`config.mk`:
```
export PLATFORM = sky130hd
export DESIGN_NAME = int_ctrl_ahb_if
export DESIGN_NICKNAME = d
export VERILOG_FILES = /design/src/rtl/int_ctrl_ahb_if.sv
export SDC_FILE = /design/constraint.sdc
export NUM_CORES = 1
export LEC_CHECK = 0
export CAP_MARGIN = 30
export CORE_MARGIN = 2
export CORE_UTILIZATION = 34
export DETAILED_ROUTE_END_ITERATION = 6
export GPL_TIMING_DRIVEN = 1
export PLACE_DENSITY = 0.81
export SYNTH_ARGS = -nofsm -noshare
export SYNTH_HDL_FRONTEND = slang
export SYNTH_SLANG_ARGS = --single-unit
export TNS_END_PERCENT = 20
```
`constraint.sdc`:
```
create_clock -name hclk -period 2.05 [get_ports hclk]
set_input_delay 0.5125 -clock hclk [delete_from_list [all_inputs] [get_ports hclk]]
set_output_delay 0.5125 -clock hclk [all_outputs]
set_load 0.03 [all_outputs]
```
`src/rtl/int_ctrl_ahb_if.sv`:
```
// AHB-Lite slave front end for the interrupt controller register block.
// Turns AHB address/data-phase transfers into single-cycle register strobes.
// Reads take one wait state. Misaligned or oversized transfers get a
// two-cycle ERROR response and never reach the register file.
module int_ctrl_ahb_if #(
    parameter int ADDRWIDTH = 12
) (
    input  logic                 hclk,
    input  logic                 hreset,
    input  logic                 hsels,
    input  logic [ADDRWIDTH-1:0] haddrs,
    input  logic [1:0]           htranss,
    input  logic [2:0]           hsizes,
    input  logic                 hwrites,
    input  logic                 hreadys,
    input  logic [31:0]          hwdatas,
    output logic                 hreadyouts,
    output logic                 hresps,
    output logic [31:0]          hrdatas,
    output logic [ADDRWIDTH-1:0] addr,
    output logic                 read_en,
    output logic                 write_en,
    output logic [3:0]           byte_strobe,
    output logic [31:0]          wdata,
    input  logic [31:0]          rdata
);

    typedef enum logic [2:0] {
        IDLE,
        WRITE,
        RD_WAIT,
        RD_DONE,
        ERR1,
        ERR2
    } state_t;

    state_t     state;
    state_t     state_next;
    logic       accept;
    logic       legal;
    logic [3:0] mask;

    // A transfer is taken only when this slave is ready, so a pending data
    // phase with wait states can never be overlapped by a new address phase.
    assign accept = hsels & hreadys & htranss[1] & hreadyouts;

    // Size/alignment legality and byte-lane mask of the current address phase.
    always_comb begin
        legal = 1'b0;
        mask  = 4'b0000;
        case (hsizes)
            3'd0: begin
                legal = 1'b1;
                mask  = 4'b0001 << haddrs[1:0];
            end
            3'd1: begin
                legal = ~haddrs[0];
                mask  = haddrs[1] ? 4'b1100 : 4'b0011;
            end
            3'd2: begin
                legal = (haddrs[1:0] == 2'b00);
                mask  = 4'b1111;
            end
            default: begin
                legal = 1'b0;
                mask  = 4'b0000;
            end
        endcase
        if (!legal) begin
            mask = 4'b0000;
        end
    end

    // State register.
    always_ff @(posedge hclk or posedge hreset) begin
        if (hreset) begin
            state <= IDLE;
        end else begin
            state <= state_next;
        end
    end

    // Next-state selection and per-state bus/strobe outputs.
    always_comb begin
        state_next = state;
        hreadyouts = 1'b1;
        hresps     = 1'b0;
        read_en    = 1'b0;
        write_en   = 1'b0;
        wdata      = 32'd0;
        case (state)
            RD_WAIT: begin
                read_en    = 1'b1;
                hreadyouts = 1'b0;
                state_next = RD_DONE;
            end
            ERR1: begin
                hresps     = 1'b1;
                hreadyouts = 1'b0;
                state_next = ERR2;
            end
            default: begin
                if (state == WRITE) begin
                    write_en = 1'b1;
                    wdata    = hwdatas;
                end
                if (state == ERR2) begin
                    hresps = 1'b1;
                end
                if (accept) begin
                    if (!legal) begin
                        state_next = ERR1;
                    end else if (hwrites) begin
                        state_next = WRITE;
                    end else begin
                        state_next = RD_WAIT;
                    end
                end else begin
                    state_next = IDLE;
                end
            end
        endcase
    end

    // Register address and byte lanes of the accepted transfer; held until the next accept.
    always_ff @(posedge hclk or posedge hreset) begin
        if (hreset) begin
            addr        <= '0;
            byte_strobe <= 4'b0000;
        end else if (accept) begin
            addr        <= {haddrs[ADDRWIDTH-1:2], 2'b00};
            byte_strobe <= mask;
        end
    end

    // Capture register read data at the end of the wait-state cycle.
    always_ff @(posedge hclk or posedge hreset) begin
        if (hreset) begin
            hrdatas <= 32'd0;
        end else if (state == RD_WAIT) begin
            hrdatas <= rdata;
        end
    end

endmodule

```
==> results.tsv <==
metric	value	unit
status	complete, no violations	
area of the core	0.00631	mm^2
setup bufs post-CTS	0	
post-route ant nets	0	
Fin. Hold Viols	0	
first-pass GRT wire length	9760	um
unrepaired setup endpoints after global routing	true	
Peak VDD IR	0.000819	V
Sw Share	0.417	
vias per cell	4.61	
Tcrit/Tclk final	0.962	
Reg2Reg Setup Slack	350	ps
Mapped Area	0.00221	mm^2
crit path max fanout	4	
clk slew on worst S/H paths	80	ps
port bufs	166	
fraction of registers with async set/reset	1.00	
Tot GR Track Use	0.169	
Pint	3.16	mW
Clk pwr share	0.101	
antenna cell count	0	
Worst path slowest cell	dfrtp_1	
Num CTS Buffers	5	
layout cell share with drive strength beyond 1	0.306	
clk buf depth	2	
final setup vio count	0	
nets	425	
buffer and inverter count on the worst path	2	
Flop pwr share	0.299	
clk sinks	49	
Routed WL per cell	14.5	um
commonest non-fill, non-tap cell in the layout	clkdlybuf4s50_1	
fin crit period	1970	ps
First-pass DRT Iterations	3	
dpl hpwl	4820	um
Least-Margin Pin Slew	531	ps
crit end category	primary output	
Worst Setup Path Type	register to primary output	
Critical Path Start Type	register	
Clock Latency Late Sink	290	ps
number of synthesized flops with an enable pin	0	
#FFs+latches synth	49	
Remaining Overflow, GRT	0	
pin count of the biggest net entering global routing	50	
Mapped Cells	164	
clock root cell	clkbuf_8	
initial antenna violation count	0	
die span in y	84.6	um
placed inst area	0.00395	mm^2
chip width	84.6	um
Fin Clk Skew	6.12	ps
PwrDens	1340	mW/mm^2
Max stage delay on crit path	400	ps
Starting Density	0.350	
vias in the first global route	2001	
htree depth	2	
CTS tree	done	
mean post-synth cell area	13.5	um^2
Most used DFF post-synth	dfrtp_1	
Worst EP required	1540	ps
final WL	6030	um
# DRC	0	
Leak	1.78	nW
setup_tns	0	ps
initial DRC count	59	
worst-path cell chain	buf_4 -> xnor2_2 -> or2_4 -> buf_12	
final instance area	0.00403	mm^2
Synth Warn #	0	
delay-heaviest family, CP	flip-flops	
Slew Limit Headroom	0.644	
Final Slew Violations	0	
routed vias	1921	
post-synthesis sequential area ratio	0.555	
Area Growth Syn to Fin	82.4	%
most frequent cells in the layout	130 x clkdlybuf4s50_1, 49 x dfrtp_1, 44 x buf_4, 43 x mux2_2, 32 x and2_1	
switching pwr	2.26	mW
filler instances	517	
hold buffers post-CTS	0	
max cap viols	0	
Rows	29	
Placer Congestion	0.760	
die area	0.00716	mm^2
min-delay worst type	register to register	
post-synth cell types	31	
Comb power frac	0.600	
Boundary Pins	170	
max frequency	0.507	GHz
CP Data Arrival Time	1460	ps
Resized cells post-CTS	2	
==> sequential cells by signal (all words and copies together) (netlist names) <==
register and cells:
addr 10, byte_strobe 4, hrdatas 32, state 3
==> final cells by class <==
type	instances	area [um^2]	share of cell area
tap	77	96.3	0.0239
sequential	49	1230	0.304
inverter	3	11.3	0.00279
clock buffer	7	76.3	0.0189
timing repair buffer	178	1700	0.422
multi-input combinational	102	913	0.227
clock inverter	1	7.51	0.00186
==> cells by family (layout without fill, tap and decap cells) <==
group,after synthesis,in the layout,share of synthesized area
compound gates,14,14,0.0544
xor+xnor,1,1,0.00736
buf+inv,14,189,0.0368
flops,49,49,0.555
mux,44,44,0.224
other cells,1,2,0.00170
simple gates,41,41,0.121
==> path summary, 6_finish.rpt <==
kind / from / to / depth (start not counted)
max in group asynchronous: hreset / addr[10] / 3
worst max-delay path: state[2] / hreadyouts / 4
worst min-delay path: byte_strobe[3] / byte_strobe[3] / 1
worst min register to register: byte_strobe[3] / byte_strobe[3] / 1
min in group asynchronous: hreset / addr[3] / 3
worst max register to register: state[2] / addr[9] / 4
==> cell usage after synthesis, types with 2 or more instances <==
| cell | instances | area, um^2 |
|---|---|---|
| o221ai_1 | 2 | 17.5 |
| inv_1 | 3 | 11.3 |
| o2bb2ai_1 | 2 | 17.5 |
| clkbuf_1 | 3 | 11.3 |
| buf_2 | 2 | 10.0 |
| and2_1 | 32 | 200 |
| nor3_1 | 2 | 10.0 |
| buf_4 | 5 | 37.5 |
| dfrtp_1 | 49 | 1230 |
| mux2_2 | 43 | 484 |
==> power groups by stage <==
stage	registers [mW]	clock network, mW	logic [mW]
floorplan	2.49	0	0.948
global placement	1.61	0	3.25
detailed placement	1.65	0	3.28
CTS	1.63	0.574	3.29
global route	1.69	0.622	3.42
finish	1.62	0.547	3.25
==> through the flow <==
stage / cells / total power, mW / setup WS [ps] / utilization / hold slack [ps]
after floorplan: 165 / 3.44 / 30.7 / - / 609
after global placement: 409 / 4.87 / 141 / 0.625 / 470
after detailed placement: 409 / 4.93 / 130 / 0.625 / 473
after CTS: 417 / 5.49 / 59.0 / 0.639 / 497
after global routing: 417 / 5.73 / -4.66 / 0.639 / 526
final: 417 / 5.42 / 78.9 / 0.639 / 490
==> routing by layer <==
metal | vias to the layer above | track usage | wire (um)
met2 | 102 | 0.296 | 3100
li1 | 904 | - | -
met3 | 6 | 0.0747 | 693
met5 | - | 0 | 0
met4 | 0 | 0.0433 | 59
met1 | 909 | 0.187 | 2180
(Power assumes the default switching activity.)
